File: config.mk
export PLATFORM = sky130hd
export DESIGN_NAME = head_move_seq
export DESIGN_NICKNAME = d
export VERILOG_FILES = /design/src/rtl/head_move_seq.sv
export SDC_FILE = /design/constraint.sdc
export NUM_CORES = 1
export LEC_CHECK = 0
export ABC_AREA = 1
export CAP_MARGIN = 20
export CORE_UTILIZATION = 54
export DETAILED_ROUTE_END_ITERATION = 8
export PLACE_DENSITY = 0.87
export SLEW_MARGIN = 25
export SYNTH_ARGS = -nofsm -noshare
export SYNTH_HDL_FRONTEND = slang
export SYNTH_SLANG_ARGS = --single-unit
File: constraint.sdc
create_clock -name clk -period 3.7 [get_ports clk]
set_input_delay 0.555 -clock clk [delete_from_list [all_inputs] [get_ports clk]]
set_output_delay 0.555 -clock clk [all_outputs]
set_load 0.01 [all_outputs]
File: src/rtl/head_move_seq.sv
// -----------------------------------------------------------------------------
// head_move_seq
//
// Run-length head-move sequencer for the BeeF tape head. A move command
// (direction plus cell count) is accepted over a valid/ready handshake. The
// sequencer then steps the head pointer one cell per clock until the count is
// used up, and pulses done in the cycle where the final pointer is visible.
// The core controller can reload the head pointer or abort a move in flight.
//
// Optional build macro:
//   HEAD_BOUND_CHECK_EN - when defined, a step that would cross the tape end is
//                         suppressed. The move then ends with an aborted pulse
//                         and with wrapped set as a fault flag. When undefined,
//                         the pointer wraps modulo 2^HEAD_W and the move always
//                         completes.
//
// Ports:
//   clk           in   system clock, rising edge
//   reset         in   synchronous, active-high reset
//   cmd_valid     in   move command present
//   cmd_ready     out  command can be accepted (high only in IDLE)
//   cmd_dir       in   0 = right (+1, MVR), 1 = left (-1, MVL)
//   cmd_count     in   number of cells to move (CNT_W bits)
//   head_load     in   load head pointer from head_load_val (any state)
//   head_load_val in   value for head_load (HEAD_W bits)
//   abort         in   terminate the current move (ignored in IDLE)
//   head_ptr      out  registered head pointer / tape address
//   busy          out  high while a move is stepping
//   done          out  one-cycle pulse: move completed, head_ptr is final
//   aborted       out  one-cycle pulse: move ended by abort, load or bound fault
//   wrapped       out  sticky: current or last move crossed the tape end
// -----------------------------------------------------------------------------
module head_move_seq #(
   parameter int HEAD_W = 8,
   parameter int CNT_W  = 8
) (
   input  logic              clk,
   input  logic              reset,
   input  logic              cmd_valid,
   output logic              cmd_ready,
   input  logic              cmd_dir,
   input  logic [CNT_W-1:0]  cmd_count,
   input  logic              head_load,
   input  logic [HEAD_W-1:0] head_load_val,
   input  logic              abort,
   output logic [HEAD_W-1:0] head_ptr,
   output logic              busy,
   output logic              done,
   output logic              aborted,
   output logic              wrapped
);

   typedef enum logic {
      IDLE = 1'b0,
      MOVE = 1'b1
   } state_t;

   localparam logic [HEAD_W-1:0] PTR_MAX  = '1;
   localparam logic [HEAD_W-1:0] PTR_MIN  = '0;
   localparam logic [HEAD_W-1:0] PTR_ONE  = HEAD_W'(1);
   localparam logic [CNT_W-1:0]  CNT_ONE  = CNT_W'(1);
   localparam logic [CNT_W-1:0]  CNT_ZERO = '0;

   // Registered state and its next-state values.
   state_t            state_q,     state_d;
   logic [HEAD_W-1:0] ptr_d;
   logic [CNT_W-1:0]  remaining_q, remaining_d;
   logic              dir_q,       dir_d;
   logic              done_d;
   logic              aborted_d;
   logic              wrapped_d;

   // Helpers derived from the current state.
   logic              accept;
   logic              at_end;
   logic              bound_fault;
   logic [HEAD_W-1:0] step_ptr;

   assign cmd_ready = (state_q == IDLE);
   assign busy      = (state_q == MOVE);

   // A command is never taken on an edge where load or abort is asserted,
   // even though cmd_ready itself only reflects the state.
   assign accept = cmd_valid && cmd_ready && !head_load && !abort;

   // at_end: the next step in the latched direction would cross the tape end.
   assign at_end   = dir_q ? (head_ptr == PTR_MIN) : (head_ptr == PTR_MAX);
   assign step_ptr = dir_q ? (head_ptr - PTR_ONE) : (head_ptr + PTR_ONE);

`ifdef HEAD_BOUND_CHECK_EN
   assign bound_fault = at_end;
`else
   assign bound_fault = 1'b0;
`endif

   // NOTE: every output of this block gets a default before any branch, so no
   // path leaves a signal unassigned and no latch is inferred.
   always_comb begin
      state_d     = state_q;
      ptr_d       = head_ptr;
      remaining_d = remaining_q;
      dir_d       = dir_q;
      done_d      = 1'b0;
      aborted_d   = 1'b0;
      wrapped_d   = wrapped;

      if (head_load) begin
         // Load wins over abort, accept and step. Interrupting a move counts
         // as an abort; a load in IDLE is silent.
         ptr_d       = head_load_val;
         state_d     = IDLE;
         remaining_d = CNT_ZERO;
         aborted_d   = (state_q == MOVE);
      end else begin
         case (state_q)
            IDLE: begin
               if (accept) begin
                  dir_d     = cmd_dir;
                  wrapped_d = 1'b0;
                  if (cmd_count == CNT_ZERO) begin
                     // Zero-length move: nothing to step, report done at once.
                     done_d = 1'b1;
                  end else begin
                     remaining_d = cmd_count;
                     state_d     = MOVE;
                  end
               end
            end

            MOVE: begin
               if (abort) begin
                  // Pointer holds: no step on the abort edge.
                  state_d     = IDLE;
                  remaining_d = CNT_ZERO;
                  aborted_d   = 1'b1;
               end else if (bound_fault) begin
                  // Bounded build only: refuse to cross the tape end and flag it.
                  state_d     = IDLE;
                  remaining_d = CNT_ZERO;
                  aborted_d   = 1'b1;
                  wrapped_d   = 1'b1;
               end else begin
                  ptr_d       = step_ptr;
                  remaining_d = remaining_q - CNT_ONE;
                  if (at_end) begin
                     wrapped_d = 1'b1;
                  end
                  // Last step: done lines up with the final pointer value.
                  if (remaining_q == CNT_ONE) begin
                     state_d = IDLE;
                     done_d  = 1'b1;
                  end
               end
            end

            default: begin
               state_d     = IDLE;
               remaining_d = CNT_ZERO;
            end
         endcase
      end
   end

   // NOTE: state registers use non-blocking assignments so every register
   // samples the pre-edge values regardless of statement order.
   always_ff @(posedge clk) begin
      if (reset) begin
         state_q     <= IDLE;
         head_ptr    <= '0;
         remaining_q <= '0;
         dir_q       <= 1'b0;
         done        <= 1'b0;
         aborted     <= 1'b0;
         wrapped     <= 1'b0;
      end else begin
         state_q     <= state_d;
         head_ptr    <= ptr_d;
         remaining_q <= remaining_d;
         dir_q       <= dir_d;
         done        <= done_d;
         aborted     <= aborted_d;
         wrapped     <= wrapped_d;
      end
   end

endmodule
# After elaboration in Yosys (flattened, before gate mapping)
# Index checks and enable logic that the tools add are counted.
word_totals:
  regBits: 21
  elab_cells: 58
  out_inout_bits: 13
  in_bits: 22
op_classes:
  add_sub_neg: 3
  eq_ne: 7
  muxes: 26
  reduce_logical: 13
  bitwise_logic: 2
ops:
  columns: ["operator", "count"]
  rows:
  - ["8-bit two-way mux", 7]
  - ["8-bit logical NOT", 2]
  - ["8-bit one-hot mux with 2 select lines", 1]
  - ["8-bit by 1-bit subtractor with 8-bit output (second input constant)", 2]
  - ["1-bit two-way mux", 15]
  - ["8-bit by 1-bit adder with 8-bit output (second input constant)", 1]
  - ["8-bit by 1-bit == test with 1-bit output (second input constant)", 1]
  - ["8-bit == test (second input constant)", 1]
  - ["2-bit inequality test (second input constant)", 3]
  - ["1-bit one-hot mux with 2 select lines", 3]
  - ["2-bit by 1-bit inequality test with 1-bit output (second input constant)", 2]
  - ["2-bit AND reduction", 2]
  - ["4-bit AND reduction", 1]
  - ["1-bit logical AND", 3]
  - ["3-bit AND reduction", 1]
  - ["1-bit logical NOT", 2]
  - ["1-bit NOT", 2]
  - ["2-bit nonzero test", 1]
  - ["2-bit OR reduction", 1]

# Logic depth before layout (Yosys ltp)
# Gate-level depths: netlist (run 1).
depth:
  word_depth: 6
  mapped_depth: 9
  ltp_nobuf: 9

# Worst setup path before layout (run 1)
# No wires, ideal clock.
synth_path:
  kind: "register -> register"
  from: "register head_ptr[0]"
  to: "register head_ptr[4]"
  slack_ps: 2184
  arrival_time_ps: 1384
  required_time_ps: 3568
  path_buffers: 0
  synth_period_minus_slack_ps: 1516
  setup_time_ps: 132
  path_stages_with_launch: 8
  path_cell_list: "dfxtp_1 inv_1 fa_1 inv_1 a21oi_1 and2_1 o21ai_1 a21oi_1"
synth_via:
  elab_chain_len: 5
  elab_cells_between_ends: 6
  classes_between: "add/sub (2); mux (4)"
synth_lines:
  columns: ["item", "line_no", "source"]
  rows:
  - ["start: declaration", "46", "output logic [HEAD_W-1:0] head_ptr,"]
  - ["start signal: assignment", "177", "head_ptr <= ptr_d;"]
  - ["8-bit by 1-bit adder with 8-bit output / 8-bit by 1-bit subtractor with 8-bit output (equally long branches)", "88", "assign step_ptr = dir_q ? (head_ptr - PTR_ONE) : (head_ptr + PTR_ONE);"]
  - ["8-bit two-way mux (*)", "88", null]
  - ["8-bit two-way mux (*)", "131", "if (abort) begin"]
  - ["8-bit two-way mux (*)", "115", "case (state_q)"]
  - ["8-bit two-way mux (*)", "107", "if (head_load) begin"]
# Mark *: on every way between the ends. The rest lies on a longest branch, timed or not. The select of a mux whose other input is x is not followed.
# A chain may end at the register's enable or synchronous reset.

# Worst setup path in the final report (run 1)
layout_path:
  from: "register state_q, in the netlist busy"
  to: "output cmd_ready"
layout_via:
  elab_chain_len: 1
layout_lines:
  columns: ["item", "line_no", "source"]
  rows:
  - ["start: declaration", "65", "state_t state_q, state_d;"]
  - ["start signal: assignment", "176", "state_q <= state_d;"]
  - ["1-bit NOT", null, null]
  - ["end: declaration", "40", "output logic cmd_ready,"]
# Every way passes these cells.

==> qor.txt, run 1 <==
Worst flop-to-flop path endpoint = head_ptr[4]
Area growth syn-to-layout = 25.0%
GR Overflow Total = 0
Ant. Diodes = 0
CTS tree = yes
Final count of negative-setup-slack endpoints = 0
Top-count cell post-synth = nand2_1
Clk buf depth = 2
RSZ-0062 raised after global routing = false
Period utilization = 58.2%
Max cap viols = 0
Global-route usage over all layers = 26.5%
Initial antenna violation count = 0
Outcome = finished clean
DR vias/cell = 5.32
Vias = 1644
Kind of critical path = flip-flop to output pin
Post-Route Setup TNS = 0 ns
Layout cell share with drive strength beyond 1 = 3.94%
Critical Path Fanout Max = 11
Largest net degree at the start of global routing = 13
Clock power share = 24.3%
WL per Instance = 12.4 um
Ys flop type = dfxtp_1
Number of global-route vias before repair = 1440
Post-DP HPWL = 3040 um
Die Wd = 55.3 um
Core footprint = 2590 sq um
Tightest Pin Transition = 0.596 ns
Final Hold Fails = 0
Drt first pass iters = 4
Post-Layout Cell Count = 309
F_max = 465 MHz
Arr. time, crit path = 1.60 ns
H-tree depth = 1
P_int = 332 uW
Mapped Avg Cell Area = 6.29 sq um
Synth async-reset ratio = 0%
VDD IR max = 0.194 mV
Post-synth top area cell = dfxtp_1
Ys Warns = 0
Hold path endpoint = remaining_q[1]
Later-pin clock latency in the skew report = 0.31 ns
PnR Total Power = 477 uW
Hold path start = remaining_q[1]
Mapped cell area = 1540 sq um
Slew headroom = 60.1%
Rows = 18
Effective utilization at floorplan = 59.3%
Sw Share = 30.4%
Slew Limit Fails = 0
Register share of total power = 51.2%
CP peak stage delay = 0.60 ns
CP max-delay cell = clkdlybuf4s50_1
FF-to-FF setup slack = 1.93 ns
Root buffer cell = clkbuf_4
Pwr Density = 249 nW/um^2
Setup Skew = 0.00216 ns
Comb pwr share = 24.5%
Post-Syn Nets = 275
Crit path time final = 2.15 ns
Static leakage = 0.912 nW
Worst hold path type = flip-flop to flip-flop
Core Util, Final = 74.1%
EDFF count, synth = 0
CP Launch Type = flip-flop
# clock sinks = 21
Reg-to-Reg Start = dir_q
CP Data Required Time = 3.14 ns
Cts hold-fix bufs = 0
Post-synth top cells = nand2_1 (58), inv_1 (45), nand3_1 (34)
# DRC = 0
Number of I/O pins = 35
First-pass GRT wire length = 6490 um
Post-synthesis sequential area ratio = 27.4%
Initial DRC Count = 69
PostCTS Resize Cnt = 0
Clk slew on worst S/H paths = 0.12 ns
Net Sw Power = 145 uW
CP cell instances = inv_2 > clkdlybuf4s50_1
Die Ht = 55.3 um
Synth top area share = 27.4%
Hold depth = 2
Die ar. = 3060 sq um
Overall routed net length = 3820 um
Placed cells = 305
CP Capture Type = output pin
Top cells by area, synth = dfxtp_1 (27%), nand2_1 (14%), nand3_1 (11%)
GP Congestion = 0.902
Post-CTS Setup Bufs = 0
Worst Reg-to-Reg Cells = 7
Number of distinct library cells after synthesis = 28
Fin nets = 311
CTS Buf Count = 3
Final ANT Viol Nets = 0
Port Buffers = 34
Post-Syn Instances = 244
Yosys reg bits = 21
## critical path: cells and delay by family (launching register included)
family,cells,cell delay (ns)
buffers and inverters,2,0.88
flip-flops,1,0.41
## how the worst max path moves through the flow
| stage | from | endpoint | slack (ns) | cells past startpoint |
|---|---|---|---|---|
| after floorplan | head_ptr[0] | head_ptr[4] | 2.18 | 7 |
| after global placement | head_load | remaining_q[1] | 1.31 | 7 |
| after detailed placement | head_load | remaining_q[2] | 1.28 | 7 |
| after CTS | busy | cmd_ready | 1.55 | 2 |
| after global routing | head_load | remaining_q[0] | 1.44 | 7 |
| final | busy | cmd_ready | 1.55 | 2 |
## power groups by stage
| stage | Clock [mW] | Sequential (mW) | Combinational, mW |
|---|---|---|---|
| floorplan | 0 | 0.249 | 0.0658 |
| finish | 0.116 | 0.244 | 0.117 |
| global route | 0.128 | 0.246 | 0.131 |
| CTS | 0.119 | 0.244 | 0.117 |
| detailed placement | 0 | 0.249 | 0.116 |
| global placement | 0 | 0.249 | 0.115 |
## logic make-up (layout without fill, tap and decap cells)
logic type / after synthesis / count (layout) / synth area share [%]
simple gates: 120 / 120 / 35.9
buf+inv: 51 / 86 / 13.0
compound gates: 40 / 40 / 14.1
flops: 21 / 21 / 27.4
fa+ha+maj: 9 / 9 / 7.82
xor+xnor: 3 / 3 / 1.71
## sequential cells by signal (all words and copies together), names as in the netlist
name / cells
aborted: 1
busy: 1
dir_q: 1
done: 1
head_ptr: 8
remaining_q: 8
wrapped: 1
## placed cells by master, fill, tap and decap left out, types with 2 or more instances in the layout
master | synthesis | routed
inv_2 | 3 | 3
nand2_1 | 58 | 58
inv_1 | 45 | 45
o21ai_0 | 12 | 12
clkbuf_4 | 0 | 3
xnor2_1 | 2 | 2
o21ai_1 | 2 | 2
o22ai_1 | 2 | 2
nand3_1 | 34 | 34
nand4_1 | 3 | 3
ha_1 | 8 | 8
clkdlybuf4s50_1 | 0 | 34
nor2_8 | 2 | 2
nor2_1 | 19 | 19
a21oi_1 | 19 | 19
dfxtp_1 | 21 | 21
## final cells by class
cell class / instances / area, sq um
timing repair buffer: 34 / 340
tap: 30 / 37.5
clock buffer: 4 / 26.3
fill: 233 / 671
inverter: 48 / 180
sequential: 21 / 420
multi-input combinational: 172 / 915
## routing by layer
layer | up-vias | wire length [um] | GRT usage [%]
met5 | - | 0 | 0
met4 | 0 | 64 | 10.4
met3 | 7 | 220 | 3.75
met2 | 48 | 1660 | 38.2
met1 | 734 | 1880 | 39.3
li1 | 855 | - | -
## stage by stage
step           setup WS, ns  hold slack [ns]  area (sq um)
6_report               1.55            0.481          1920
5_1_grt                1.44            0.497          1920
4_1_cts                1.55            0.487          1920
3_5_place_dp           1.28            0.464          1890
3_3_place_gp           1.31            0.454          1890
2_1_floorplan          2.18            0.440          1540
No activity file was read; power rests on OpenSTA's default activity.
==> run 2: changes to the inputs <==
CORE_UTILIZATION = 45   (was 54)
PLACE_DENSITY = 0.78   (was 0.87)
clock period = 1.9 ns   (was 3.7 ns; I/O delays follow)
==> run 2 against run 1 <==
Clock skew is 0.0011 ns lower. Core utilization is 11 points lower. Die area is 19% higher. Highest routed layer unchanged.
==> qor.txt, run 2 (same netlist as run 1, synthesis figures left out) <==
Outcome = finished clean
Hold path endpoint = remaining_q[1]
Final Hold Fails = 0 (unchanged)
GR Overflow Total = 0 (unchanged)
Fin nets = 318 (+2.3%)
Die Ht = 60.4 um (+9.2%)
Worst flop-to-flop path endpoint = head_ptr[4]
Arr. time, crit path = 1.96 ns (+0.36 ns)
Commonest non-fill, non-tap cell in the layout = nand2_1
Vias = 1669 (+1.5%)
Ant. Diodes = 0 (unchanged)
Area growth syn-to-layout = 29.6%
CP Capture Type = flip-flop
Cts hold-fix bufs = 0 (unchanged)
Period utilization = 91.1%
# DRC = 0 (unchanged)
Largest net degree at the start of global routing = 12 (-1)
Later-pin clock latency in the skew report = 0.32 ns (about the same)
Area of the multi-input gates = 915 sq um (unchanged)
FF-to-FF setup slack = 0.17 ns (-1.76 ns)
Hold path start = remaining_q[1]
First-pass GRT wire length = 6930 um (+6.9%)
Root buffer cell = clkbuf_4
Initial DRC Count = 132 (+91%)
WL per Instance = 12.0 um (-3.2%)
Worst hold path type = flip-flop to flip-flop
# clock sinks = 21 (unchanged)
Final count of negative-setup-slack endpoints = 0 (unchanged)
Initial antenna violation count = 0 (unchanged)
Post-CTS Setup Bufs = 0 (unchanged)
Die Wd = 60.4 um (+9.2%)
PostCTS Resize Cnt = 0 (unchanged)
Tightest Pin Transition = 0.379 ns (-0.217 ns)
Hold Slack = 0.483 ns (+0.00133 ns)
Most frequent cells in the layout = nand2_1 (58), inv_1 (45), nand3_1 (34), clkdlybuf4s50_1 (34), dfxtp_1 (21)
Core footprint = 3150 sq um (+22%)
Pwr Density = 477 nW/um^2 (+92%)
Number of global-route vias before repair = 1581 (+9.8%)
Slew headroom = 74.7% (+15 points)
Core Util, Final = 63.1% (-11 points)
CP Data Required Time = 2.13 ns (-1.01 ns)
Die ar. = 3650 sq um (+19%)
CP Launch Type = flip-flop
Critical Path Fanout Max = 8 (-3)
F_max = 578 MHz
Crit path time final = 1.73 ns
CTS tree = yes
Layout cell share with drive strength beyond 1 = 6.29% (+2.4 points)
Hold depth = 2 (unchanged)
Clk slew on worst S/H paths = 0.13 ns (about the same)
Largest regs = head_ptr (8), remaining_q (8)
Max cap viols = 0 (unchanged)
Drt first pass iters = 6 (+2)
CTS Buf Count = 3 (unchanged)
DR vias/cell = 5.06 (-4.9%)
Seq. cell area = 420 sq um (unchanged)
Slew Limit Fails = 0 (unchanged)
Final ANT Viol Nets = 0 (unchanged)
Static leakage = 0.947 nW (+3.8%)
VDD IR max = 0.262 mV (+35%)
RSZ-0062 raised after global routing = false
Port Buffers = 34 (unchanged)
Rows = 20 (+2)
Fillers = 330 (+42%)
Post-DP HPWL = 3190 um (+5.0%)
Post-Route Setup TNS = 0 ns (unchanged)
Clk buf depth = 2 (unchanged)
H-tree depth = 1 (unchanged)
Effective utilization at floorplan = 48.7% (-11 points)
Number of I/O pins = 35 (unchanged)
Kind of critical path = flip-flop to flip-flop
GP Congestion = 0.941 (+4.3%)
Reg-to-Reg Start = dir_q
Global-route usage over all layers = 25.3% (-1.1 points)
Overall routed net length = 3960 um (+3.4%)
Setup Skew = 0.00109 ns (-0.00107 ns)
Worst Reg-to-Reg Cells = 7 (unchanged)
-- run 2: worst max-delay path by stage --
| stage | depth (start not counted) | slack, ns | start | endpoint |
|---|---|---|---|---|
| detailed placement | 8 | 0.18 | abort | remaining_q[0] |
| floorplan | 7 | 0.38 | head_ptr[0] | head_ptr[4] |
| finish | 7 | 0.17 | dir_q | head_ptr[4] |
| global route | 7 | 0.03 | dir_q | head_ptr[6] |
| CTS | 7 | 0.17 | dir_q | head_ptr[4] |
| global placement | 8 | 0.22 | abort | remaining_q[3] |
-- run 2: final cells by class --
cell class,count,share of cell area (%)
multi-input cells,172,46.0
flip-flops and latches,21,21.1
repair buffers,41,19.7
inverters,48,9.06
well taps,44,2.77
clock buffers,4,1.32
-- run 2: report_power, final --
group,internal (mW),total (mW),switching [mW]
Sequential,0.455,0.474,0.0189
Combinational,0.118,0.239,0.121
Clock,0.0823,0.236,0.154
-- run 2: worst max-delay path: stages, from the launching register on --
cell and delay, ns:
dfxtp_1 0.53, inv_1 0.16, fa_1 0.43, inv_1 0.10, a21oi_1 0.08, and2_1 0.13, o21ai_1 0.12, a21oi_1 0.08
-- run 2: layer usage --
metal | up-vias | global-route usage, % | routed length (um)
met3 | 7 | 1.92 | 252
met5 | - | 0 | 0
met4 | 0 | 9.09 | 61
met1 | 737 | 36.6 | 1900
met2 | 62 | 39.6 | 1740
li1 | 863 | - | -
-- run 2: per-stage QoR --
stage                     total power [mW]  cell area (sq um)  setup slack [ns]  std cells
after floorplan                      0.612               1540             0.384        244
after global placement               0.719               1960             0.222        326
after detailed placement             0.721               1960             0.175        326
after CTS                            0.950               1990             0.167        330
after global routing                 0.997               1990            0.0279        330
final                                0.949               1990             0.170        330
